File: config.mk
export PLATFORM = sky130hd
export DESIGN_NAME = tcb_dec_pipe
export DESIGN_NICKNAME = d
export VERILOG_FILES = /design/src/rtl/tcb_dec_pipe.sv
export SDC_FILE = /design/constraint.sdc
export NUM_CORES = 1
export LEC_CHECK = 0
export BUFFER_PORTS_ARGS = -buffer_cell sky130_fd_sc_hd__buf_4
export CORE_AREA = 2 2 122 124
export DETAILED_ROUTE_END_ITERATION = 12
export DIE_AREA = 0 0 124 126
export PLACE_DENSITY = 0.46
export REMOVE_ABC_BUFFERS = 1
export SYNTH_ARGS = -nofsm -noshare
export SYNTH_HDL_FRONTEND = slang
export SYNTH_SLANG_ARGS = --single-unit
File: constraint.sdc
create_clock -name clk -period 1.1 [get_ports clk]
set_input_delay 0.33 -clock clk [delete_from_list [all_inputs] [get_ports clk]]
set_output_delay 0.33 -clock clk [all_outputs]
set_load 0.02 [all_outputs]
File: src/rtl/tcb_dec_pipe.sv
// TCB address decoder: one subordinate port fanned out to BN manager ports with a
// fixed-latency (DLY) response pipeline. Define TCB_DEC_ERR_EN to add the s_err port.
module tcb_dec_pipe #(
  parameter int unsigned           AW  = 32,
  parameter int unsigned           DW  = 32,
  parameter int unsigned           BN  = 2,
  parameter int unsigned           DLY = 1,
  parameter logic [BN-1:0][AW-1:0] AS  = '0,
  parameter logic [BN-1:0][AW-1:0] AM  = '0
)(
  input  logic                      clk,
  input  logic                      rst,
  input  logic                      s_vld,
  input  logic                      s_wen,
  input  logic [DW/8-1:0]           s_ben,
  input  logic [AW-1:0]             s_adr,
  input  logic [DW-1:0]             s_wdt,
  output logic [DW-1:0]             s_rdt,
  output logic                      s_rdy,
`ifdef TCB_DEC_ERR_EN
  output logic                      s_err,
`endif
  output logic [BN-1:0]             m_vld,
  output logic [BN-1:0]             m_wen,
  output logic [BN-1:0][DW/8-1:0]   m_ben,
  output logic [BN-1:0][AW-1:0]     m_adr,
  output logic [BN-1:0][DW-1:0]     m_wdt,
  input  logic [BN-1:0][DW-1:0]     m_rdt,
  input  logic [BN-1:0]             m_rdy
);

  logic [BN-1:0] w_hit;
  logic [BN-1:0] w_sel;
  logic          w_miss;
  logic          w_trn;

  // Lowest-index hit wins when regions overlap.
  always_comb begin
    w_hit  = '0;
    w_sel  = '0;
    w_miss = 1'b1;
    for (int unsigned i = 0; i < BN; i++) begin
      w_hit[i] = (((s_adr ^ AS[i]) & AM[i]) == '0);
      if (w_miss && w_hit[i]) begin
        w_sel[i] = 1'b1;
        w_miss   = 1'b0;
      end
    end
  end

  assign s_rdy = w_miss | (|(w_sel & m_rdy));
  assign w_trn = s_vld & s_rdy;

  always_comb begin
    m_vld = {BN{s_vld}} & w_sel;
    m_wen = {BN{s_wen}};
    m_ben = '0;
    m_adr = '0;
    m_wdt = '0;
    for (int unsigned i = 0; i < BN; i++) begin
      m_ben[i] = s_ben;
      m_adr[i] = s_adr;
      m_wdt[i] = s_wdt;
    end
  end

  logic          w_lvld;
  logic [BN-1:0] w_lsel;
`ifdef TCB_DEC_ERR_EN
  logic          w_lmiss;
`endif

  generate
    if (DLY == 0) begin : g_comb
      assign w_lvld  = w_trn;
      assign w_lsel  = w_sel;
`ifdef TCB_DEC_ERR_EN
      assign w_lmiss = w_miss;
`endif
    end else begin : g_pipe
      logic [DLY-1:0]         r_vld;
      logic [DLY-1:0][BN-1:0] r_sel;
`ifdef TCB_DEC_ERR_EN
      logic [DLY-1:0]         r_miss;
`endif

      // Fixed latency: stages advance every clock, responses are never stalled.
      always_ff @(posedge clk) begin
        if (rst) begin
          r_vld <= '0;
          r_sel <= '0;
`ifdef TCB_DEC_ERR_EN
          r_miss <= '0;
`endif
        end else begin
          r_vld[0] <= w_trn;
          r_sel[0] <= w_sel;
`ifdef TCB_DEC_ERR_EN
          r_miss[0] <= w_miss;
`endif
          for (int unsigned k = 1; k < DLY; k++) begin
            r_vld[k] <= r_vld[k-1];
            r_sel[k] <= r_sel[k-1];
`ifdef TCB_DEC_ERR_EN
            r_miss[k] <= r_miss[k-1];
`endif
          end
        end
      end

      assign w_lvld  = r_vld[DLY-1];
      assign w_lsel  = r_sel[DLY-1];
`ifdef TCB_DEC_ERR_EN
      assign w_lmiss = r_miss[DLY-1];
`endif
    end
  endgenerate

  // A miss carries an all-zero select, so its data slot reads back as zero.
  always_comb begin
    s_rdt = '0;
    for (int unsigned i = 0; i < BN; i++) begin
      if (w_lvld && w_lsel[i]) s_rdt = s_rdt | m_rdt[i];
    end
  end

`ifdef TCB_DEC_ERR_EN
  assign s_err = w_lvld & w_lmiss;
`endif

endmodule

=== Yosys cells after proc, flatten, opt, wreduce, memory -nomap -nowiden ===
Index checks and enable logic that the tools add are counted.
Widths: inputs -> output; s select.

* Output and inout bits: 173
* Register bits after elaboration: 2

* Multiplexer cells: 3
* Reduce and logical (&&, ||, !) cells: 2
* Bitwise operators: 2

{| class="wikitable"
|+ Operator list
! operator !! number
|-
| $mux 32 || 2
|-
| $or 32x32->32 || 1
|-
| $and 1x1->1 || 1
|-
| $logic_and 1x1->1 || 1
|-
| $logic_and 1x1->1 const B || 1
|-
| $mux 1 || 1
|}

=== Longest topological paths before layout ===
Gate-level depths: netlist of run 1.

* Depth after elaboration: 4
* Mapped depth: 2

=== Least setup slack after synthesis of run 1 ===
OpenSTA, ideal clock, no wires.

* Kind: reg-to-output
* From: register g_pipe.r_vld
* To: output port s_rdt[0]
* Data required time: 770 ps
* Path buffers: 1
* Path slack: 31 ps
* Arrival time: 739 ps
* Stages on the path, launching flop included: 3
* Cells stage by stage: dfxtp_1 clkbuf_2 and3_2

* Word-level cells in the longest chain between the ends: 4
* Elaborated cells between the ends (all ways): 5
* Those cells by class: 2 x mux; 1 x bitwise; 2 x reduce/logical

{| class="wikitable"
|+ RTL lines
! item !! line !! text
|-
| start, declared || 81 || <nowiki>logic [DLY-1:0] r_vld;</nowiki>
|-
| start signal, assigned by index || 102 || <nowiki>r_vld[k] <= r_vld[k-1];</nowiki>
|-
| $logic_and 1x1->1 || 123 || <nowiki>if (w_lvld && w_lsel[i]) s_rdt = s_rdt | m_rdt[i];</nowiki>
|-
| $mux 32 || 123 ||
|-
| $or 32x32->32 || 123 ||
|-
| $mux 32 * || 123 ||
|-
| end, declared || 18 || <nowiki>output logic [DW-1:0] s_rdt,</nowiki>
|}

Every way passes the cells marked *; elsewhere a longest branch is shown, timed or not.

=== Final worst setup path of run 1 ===
* From: register g_pipe.r_vld
* To: output port s_rdt[12]

Same word-level chain as after synthesis.

==> impl_metrics.py, run 1 <==
metrics = {
    "clock_tree": {
        "clkTransAtPathRegs_ns": 0.03,
        "clockBufferDepth": 2,
        "cts_hold_buf": 0,
        "root_buffer": "clkbuf_16",
        "postCtsSetupBuffers": 0,
        "cts_tree": "built",
        "cts_htree_levels": 1,
        "cts_sinks": 2,
        "cts_inserted_buffers": 3,
    },
    "drt": {
        "wl_per_cell_um": 50.7,
        "drc": 0,
        "drt-initial-drc-count": 39,
        "via_count": 935,
        "vias_per_cell": 3.14,
        "first_pass_iters": 4,
        "wirelength_um": 15100,
        "antenna_left": 0,
    },
    "worst_setup_path": {
        "crit_required_ns": 0.77,
        "crit_type": "reg -> out",
        "crit_fanout": 10,
        "startpoint_type": "flip-flop",
        "crit_start": "g_pipe.r_vld$_SDFF_PP0_",
        "cp-end-kind": "primary output",
        "arrival_ns": 1.07,
    },
    "power": {
        "power.total_uw": 886,
        "peakVddDrop_mv": 0.725,
        "power_density_nw_per_um2": 638,
        "power.leakage_nw": 0.638,
    },
    "placement": {
        "dpl-instance-area_um2": 1100,
        "io_buffers": 69,
        "hpwl_um": 14100,
        "routabilityCongestion": 0.696,
    },
    "synthesis": {
        "synth_area_um2": 1390,
        "synth-seq-cells": 2,
        "synthCells": 184,
        "synth_warnings": 0,
        "synth_cell_type_count": 8,
        "seq_area_frac_synth_pct": 2.89,
        "postSynthAreaPerCell_um2": 7.53,
    },
    "min_path": {
        "hp-start": "rst",
        "hold_class": "in -> reg",
    },
    "global_route": {
        "antenna_found_initial": 0,
        "grt_pass1_vias": 1008,
        "use_met1_pct": 7.01,
        "gr-total-overflow": 0,
        "grt_usage_pct": 18.4,
        "grt_max_degree": 21,
        "met2_usage_pct": 36.2,
        "busiest_layer": "met2",
        "grt_use_met3_pct": 23.3,
        "grt_pass1_wl_um": 17000,
    },
    "floorplanning": {
        "io_pins": 311,
        "rows": 44,
        "die-area_um2": 15600,
        "die_w_um": 124,
        "start_util_pct": 9.68,
        "fp.dieH_um": 126,
        "core_area_um2": 14300,
    },
    "sta": {
        "fin_crit_sh_pct": 127,
        "setup_tns_ns": -9.05,
        "setup_viol": 32,
        "rsz0062_at_grt": "yes",
        "drv_slew": 0,
        "layout_setup_ws_ns": -0.296,
        "fmax_mhz": 716,
        "finalCriticalPeriod_ns": 1.40,
        "hold_viol": 0,
    },
    "layout": {
        "final_area_um2": 1390,
        "area_delta_synth_final_pct": 0.181,
        "num-nets-final": 254,
        "drive_gt1_share_pct": 97.4,
        "diodes": 0,
        "mostFrequentLayoutCells": "buf_4, buf_6, and3_2, and3_4, clkbuf_16",
        "final_common_cell": "buf_4",
    },
    "run_status": {
        "status": "finished, violations left",
        "violations": "setup timing",
    },
    "run": {
        "maxCapViolCount": 0,
    },
}
-- path summary, 6_finish.rpt --
kind,cells after the start,to,slack (ns)
worst min-delay path,2,g_pipe.r_sel[0]$_DFF_P_,0.26
worst max-delay path,3,s_rdt[12],-0.30
-- registers in the layout (all words and copies together), names as in the netlist --
signal and flops:
g_pipe.r_sel 1, g_pipe.r_vld 1
-- cells in the mapped netlist --
master / count / share of area (%)
and3_2: 32 / 17
and3b_1: 1 / 0.63
buf_2: 3 / 1.1
buf_4: 141 / 76
clkbuf_2: 3 / 1.1
conb_1: 1 / 0.27
dfxtp_1: 2 / 2.9
inv_1: 1 / 0.27
-- per-stage QoR --
step | instances | utilization, % | setup WS (ns) | hold slack [ns]
floorplan | 37 | - | -0.147 | 0.387
global placement | 294 | 7.68 | -0.0856 | 0.489
detailed placement | 294 | 7.68 | -0.105 | 0.493
CTS | 298 | 9.67 | -0.310 | 0.258
global route | 298 | 9.69 | -0.337 | 0.276
finish | 298 | 9.69 | -0.296 | 0.262
-- critical path: stages (launching register included) --
cell	delay (ns)
dfxtp_4	0.37
buf_12	0.15
and3_2	0.20
buf_6	0.13
-- logic make-up after synthesis --
group	count (synthesis)	synth area share, %
buffers and inverters	148	78.9
AND/OR/NAND/NOR	33	18.0
flip-flops	2	2.89
other	1	0.271
-- cell type report --
cell class / count / area, um^2
inverter: 1 / 3.75
fill: 1674 / 12900
sequential: 2 / 45.0
timing repair buffer: 74 / 724
clock buffer: 3 / 75.1
tap: 184 / 230
multi-input combinational: 34 / 309
-- per-layer routing --
layer	up-vias	wire length, um
met5	-	36
met4	2	540
met3	28	4430
met2	246	8220
met1	363	1890
li1	296	-
-- what timing repair did --
item | in CTS | in global routing
setup endpoints to repair | 32 | 32
gates cloned | 1 | 0
resized for setup | 51 | 1
-- report_power, final --
| part | switching (mW) | internal, mW |
|---|---|---|
| clock | 0.0766 | 0.462 |
| sequential | 0.00611 | 0.0758 |
| combinational | 0.103 | 0.163 |
| total | 0.185 | 0.701 |
Note: power is estimated with default switching activity, not from simulation.
==> run 2, diff against run 1 <==
- ABC_AREA: not set -> 1
- CORE_AREA: 2 2 122 124 -> 2 2 120 122
- DIE_AREA: 0 0 124 126 -> 0 0 122 124
- PLACE_DENSITY: 0.46 -> 0.47
- SKIP_CTS_REPAIR_TIMING: not set -> 1
==> run 2 against run 1 <==
Against the previous run: the run still ends with setup timing left; power is 0.27% higher; non-clock buffer count is 1 higher; largest power group unchanged; core utilization is 0.57 points higher; count of clock-buffer cells in the layout stayed put; maximum frequency is 0.66% higher; global-route usage is 1.1 points higher; routed wire length is 3.0% higher.
==> impl_metrics.py, run 2 <==
metrics = {
    "run_status": {
        "status": "finished, violations left",
        "violations": "setup timing",
    },
    "global_route": {
        "met2_usage_pct": 37.2,
        "grt_pass1_wl_um": 17200,
        "antenna_found_initial": 0,
        "grt_usage_pct": 19.4,
        "grt_max_degree": 13,
        "use_met1_pct": 6.80,
        "gr-total-overflow": 0,
        "grt_use_met3_pct": 26.5,
        "busiest_layer": "met2",
        "grt_pass1_vias": 1007,
    },
    "floorplanning": {
        "io_pins": 311,
        "core_area_um2": 13700,
        "rows": 43,
        "die-area_um2": 15100,
        "start_util_pct": 10.8,
        "fp.dieH_um": 124,
        "die_w_um": 122,
    },
    "layout": {
        "area_delta_synth_final_pct": -5.14,
        "top_regs": "g_pipe.r_sel x1, g_pipe.r_vld x1",
        "diodes": 0,
        "final_common_cell": "buf_4",
        "mostFrequentLayoutCells": "buf_4, inv_1, buf_6, nor2_2, nor2_4",
        "drive_gt1_share_pct": 75.2,
        "num-nets-final": 289,
    },
    "worst_setup_path": {
        "arrival_ns": 1.06,
        "crit_type": "reg -> out",
        "startpoint_type": "flip-flop",
        "crit_required_ns": 0.77,
        "cp-end-kind": "primary output",
        "crit_fanout": 6,
    },
    "clock_tree": {
        "cts_sinks": 2,
        "root_buffer": "clkbuf_16",
        "cts_htree_levels": 1,
        "cts_tree": "built",
        "clockBufferDepth": 2,
        "clkTransAtPathRegs_ns": 0.03,
        "cts_inserted_buffers": 3,
    },
    "drt": {
        "vias_per_cell": 2.95,
        "wl_per_cell_um": 47.3,
        "wirelength_um": 15600,
        "drt-initial-drc-count": 40,
        "via_count": 969,
        "first_pass_iters": 4,
        "drc": 0,
        "antenna_left": 0,
    },
    "synthesis": {
        "synth_top_area_share_pct": 71.3,
        "yosysTopAreaCell": "buf_4",
        "synthCells": 215,
        "synth_warnings": 0,
        "synth-seq-cells": 2,
        "synth_edf_count": 0,
        "synth_common_cells": "buf_4, inv_1, nor2_2",
        "ys.flop_type": "dfxtp_1",
        "seq_area_frac_synth_pct": 2.70,
        "synth_area_um2": 1480,
        "synth_cell_type_count": 10,
        "postSynthAreaPerCell_um2": 6.90,
        "synth-async-reset-ratio_pct": 0,
        "synth_area_leaders": "buf_4, nor2_2, inv_1, dfxtp_1, buf_6",
        "yosysMostFrequentCell": "buf_4",
    },
    "sta": {
        "hold_viol": 0,
        "rsz0062_at_grt": "yes",
        "layout_setup_ws_ns": -0.287,
        "finalCriticalPeriod_ns": 1.39,
        "drv_slew": 0,
        "fin_crit_sh_pct": 126,
        "setup_viol": 32,
        "setup_tns_ns": -7.97,
        "fmax_mhz": 721,
    },
    "placement": {
        "io_buffers": 69,
        "hpwl_um": 14800,
        "routabilityCongestion": 0.773,
    },
    "power": {
        "power_density_nw_per_um2": 631,
        "power.total_uw": 888,
        "peakVddDrop_mv": 0.882,
        "power.leakage_nw": 0.715,
    },
    "run": {
        "maxCapViolCount": 0,
    },
    "min_path": {
        "hold_class": "in -> reg",
    },
}
[run 2: cells by family after synthesis]
kind of cell | after synthesis | synth area share (%)
buffers and inverters | 177 | 82.0
DFF | 2 | 2.70
other | 1 | 0.253
and+or+nand+nor | 35 | 15.1
[run 2: layout make-up]
| cell class | count | area, um^2 |
|---|---|---|
| Fill cell | 1620 | 12300 |
| Timing Repair Buffer | 75 | 666 |
| Multi-Input combinational cell | 36 | 275 |
| Tap cell | 180 | 225 |
| Inverter | 33 | 124 |
| Clock buffer | 3 | 75.1 |
| Sequential cell | 2 | 42.5 |
[run 2: per-layer routing]
metal  wire [um]  up-vias
met3        4670       21
li1            -      335
met1        1830      366
met2        8280      243
met4         711        4
met5          80        -
[run 2: path summary, 6_finish.rpt]
| path | startpoint | endpoint | slack (ns) | depth (start not counted) |
|---|---|---|---|---|
| max | g_pipe.r_sel[0]$_DFF_P_ | s_rdt[29] | -0.29 | 4 |
| min | rst | g_pipe.r_sel[0]$_DFF_P_ | 0.26 | 2 |
[run 2: per-stage QoR]
stage	instance area [um^2]	util [%]	hold WS, ns	setup WS, ns	cells
after global placement	1190	8.69	0.488	-0.104	326
after global routing	1410	10.3	0.261	-0.333	329
final	1410	10.3	0.262	-0.287	329
after floorplan	392	-	0.387	-0.442	71
after CTS	1270	9.24	0.268	-0.347	329
after detailed placement	1190	8.69	0.494	-0.115	326
[run 2: where the power goes]
part / internal, mW / switching, mW / total [mW]
registers: 0.0774 / 0.00243 / 0.0798
logic: 0.144 / 0.127 / 0.271
clock network: 0.462 / 0.0758 / 0.538
[run 2: worst max-delay path: stages (launching register included)]
cell     delay, ns
dfxtp_2       0.32
nand2_4       0.09
buf_4         0.17
nor2_2        0.11
buf_6         0.14
==> run 3, diff against run 2 <==
- TNS_END_PERCENT: not set -> 10
==> run 3 against run 2 <==
Against the previous run: setup slack better by 0.0076 ns; count of clock-buffer cells in the layout stayed put; cell count stayed put; the flow still finishes with violations (setup timing); sequential share of layout area hardly changed; core utilization is 0.055 points lower; worst hold slack stayed put; sequential power hardly changed; routed wire length hardly changed.
==> impl_metrics.py, run 3 (synthesis results as in run 2) <==
metrics = {
    "layout": {
        "final_common_cell": "buf_4",
        "nFillCells": 1621,
        "area_delta_synth_final_pct": -5.65,
        "finalNonFillerCells": 329,
        "register_area_um2": 42.5,
        "top_regs": "g_pipe.r_sel x1, g_pipe.r_vld x1",
        "num-nets-final": 289,
        "mostFrequentLayoutCells": "buf_4, inv_1, buf_6, nor2_2, nor2_4",
        "diodes": 0,
        "multi_input_area_um2": 268,
        "drive_gt1_share_pct": 75.8,
    },
    "run_status": {
        "violations": "setup timing",
        "status": "finished, violations left",
    },
    "drt": {
        "vias_per_cell": 2.95,
        "drc": 0,
        "wl_per_cell_um": 47.3,
        "drt-initial-drc-count": 38,
        "wirelength_um": 15600,
        "first_pass_iters": 3,
        "via_count": 969,
        "antenna_left": 0,
    },
    "placement": {
        "routabilityCongestion": 0.773,
        "hpwl_um": 14800,
        "dp.cells": 326,
        "io_buffers": 69,
    },
    "global_route": {
        "gr-total-overflow": 0,
        "grt_pass1_vias": 1007,
        "grt_usage_pct": 19.4,
        "antenna_found_initial": 0,
        "grt_max_degree": 13,
        "grt_pass1_wl_um": 17200,
    },
    "sta": {
        "finalCriticalPeriod_ns": 1.38,
        "fin_crit_sh_pct": 125,
        "drv_slew": 0,
        "setup_tns_ns": -7.93,
        "rsz0062_at_grt": "yes",
        "setup_viol": 32,
        "layout_setup_ws_ns": -0.279,
        "hold_viol": 0,
        "fmax_mhz": 725,
    },
    "worst_setup_path": {
        "crit_fanout": 6,
        "cp-end-kind": "primary output",
        "startpoint_type": "flip-flop",
        "arrival_ns": 1.05,
        "crit_type": "reg -> out",
        "crit_required_ns": 0.77,
    },
    "clock_tree": {
        "clkTransAtPathRegs_ns": 0.03,
        "root_buffer": "clkbuf_16",
        "clockBufferDepth": 2,
        "cts_sinks": 2,
        "cts_tree": "built",
        "cts_inserted_buffers": 3,
        "cts_htree_levels": 1,
    },
    "power": {
        "power.total_uw": 886,
        "power.leakage_nw": 0.714,
        "power_density_nw_per_um2": 633,
        "peakVddDrop_mv": 0.882,
    },
    "floorplanning": {
        "start_util_pct": 10.8,
        "die-area_um2": 15100,
        "io_pins": 311,
        "die_w_um": 122,
        "fp.dieH_um": 124,
        "rows": 43,
        "core_area_um2": 13700,
    },
    "min_path": {
        "hold_class": "in -> reg",
        "hp-start": "rst",
        "holdPathEnd": "g_pipe.r_sel[0]$_DFF_P_",
        "min_path_cells": 2,
    },
    "run": {
        "maxCapViolCount": 0,
    },
}
==> run 3: cell counts in the layout (fill, tap and decap cells not counted) <==
No cell type changed its count.
==> run 3: how the worst max path moves through the flow <==
stage	slack (ns)	to	startpoint	cells past startpoint
2_1_floorplan	-0.44	s_rdt[30]	g_pipe.r_vld$_SDFF_PP0_	2
3_3_place_gp	-0.10	s_rdt[6]	g_pipe.r_vld$_SDFF_PP0_	4
3_5_place_dp	-0.12	s_rdt[19]	g_pipe.r_vld$_SDFF_PP0_	4
4_1_cts	-0.35	s_rdt[19]	g_pipe.r_vld$_SDFF_PP0_	4
5_1_grt	-0.33	s_rdt[29]	g_pipe.r_sel[0]$_DFF_P_	4
6_report	-0.28	s_rdt[29]	g_pipe.r_sel[0]$_DFF_P_	4
==> run 3: power breakdown <==
group          internal [mW]  switching (mW)  total, mW
combinational          0.143           0.125      0.269
sequential            0.0774         0.00243     0.0798
clock                  0.462          0.0758      0.538
total                  0.683           0.203      0.886
==> run 3: final cells by class <==
type	count	area share, %
timing repair buffer	75	47.5
sequential	2	3.04
inverter	33	8.85
tap	180	16.1
clock buffer	3	5.36
multi-input combinational	36	19.1
==> run 3: stage by stage <==
step / cell area, um^2 / util (%) / setup WS [ns] / hold WS, ns
final: 1400 / 10.2 / -0.279 / 0.262
after global routing: 1400 / 10.2 / -0.333 / 0.261
after CTS: 1270 / 9.24 / -0.347 / 0.268
after detailed placement: 1190 / 8.69 / -0.115 / 0.494
after global placement: 1190 / 8.69 / -0.104 / 0.488
after floorplan: 392 / - / -0.442 / 0.387
==> run 3: worst max-delay path, cell delays in order (launching register included) <==
cell,delay (ns)
dfxtp_2,0.32
nand2_4,0.09
buf_4,0.17
nor2_2,0.10
buf_6,0.14
==> run 3: per-layer routing <==
metal	track usage, %	vias up	routed length (um)
met1	6.80	366	1840
li1	-	335	-
met2	37.2	243	8270
met3	26.5	21	4650
met4	8.19	4	711
met5	3.47	-	80
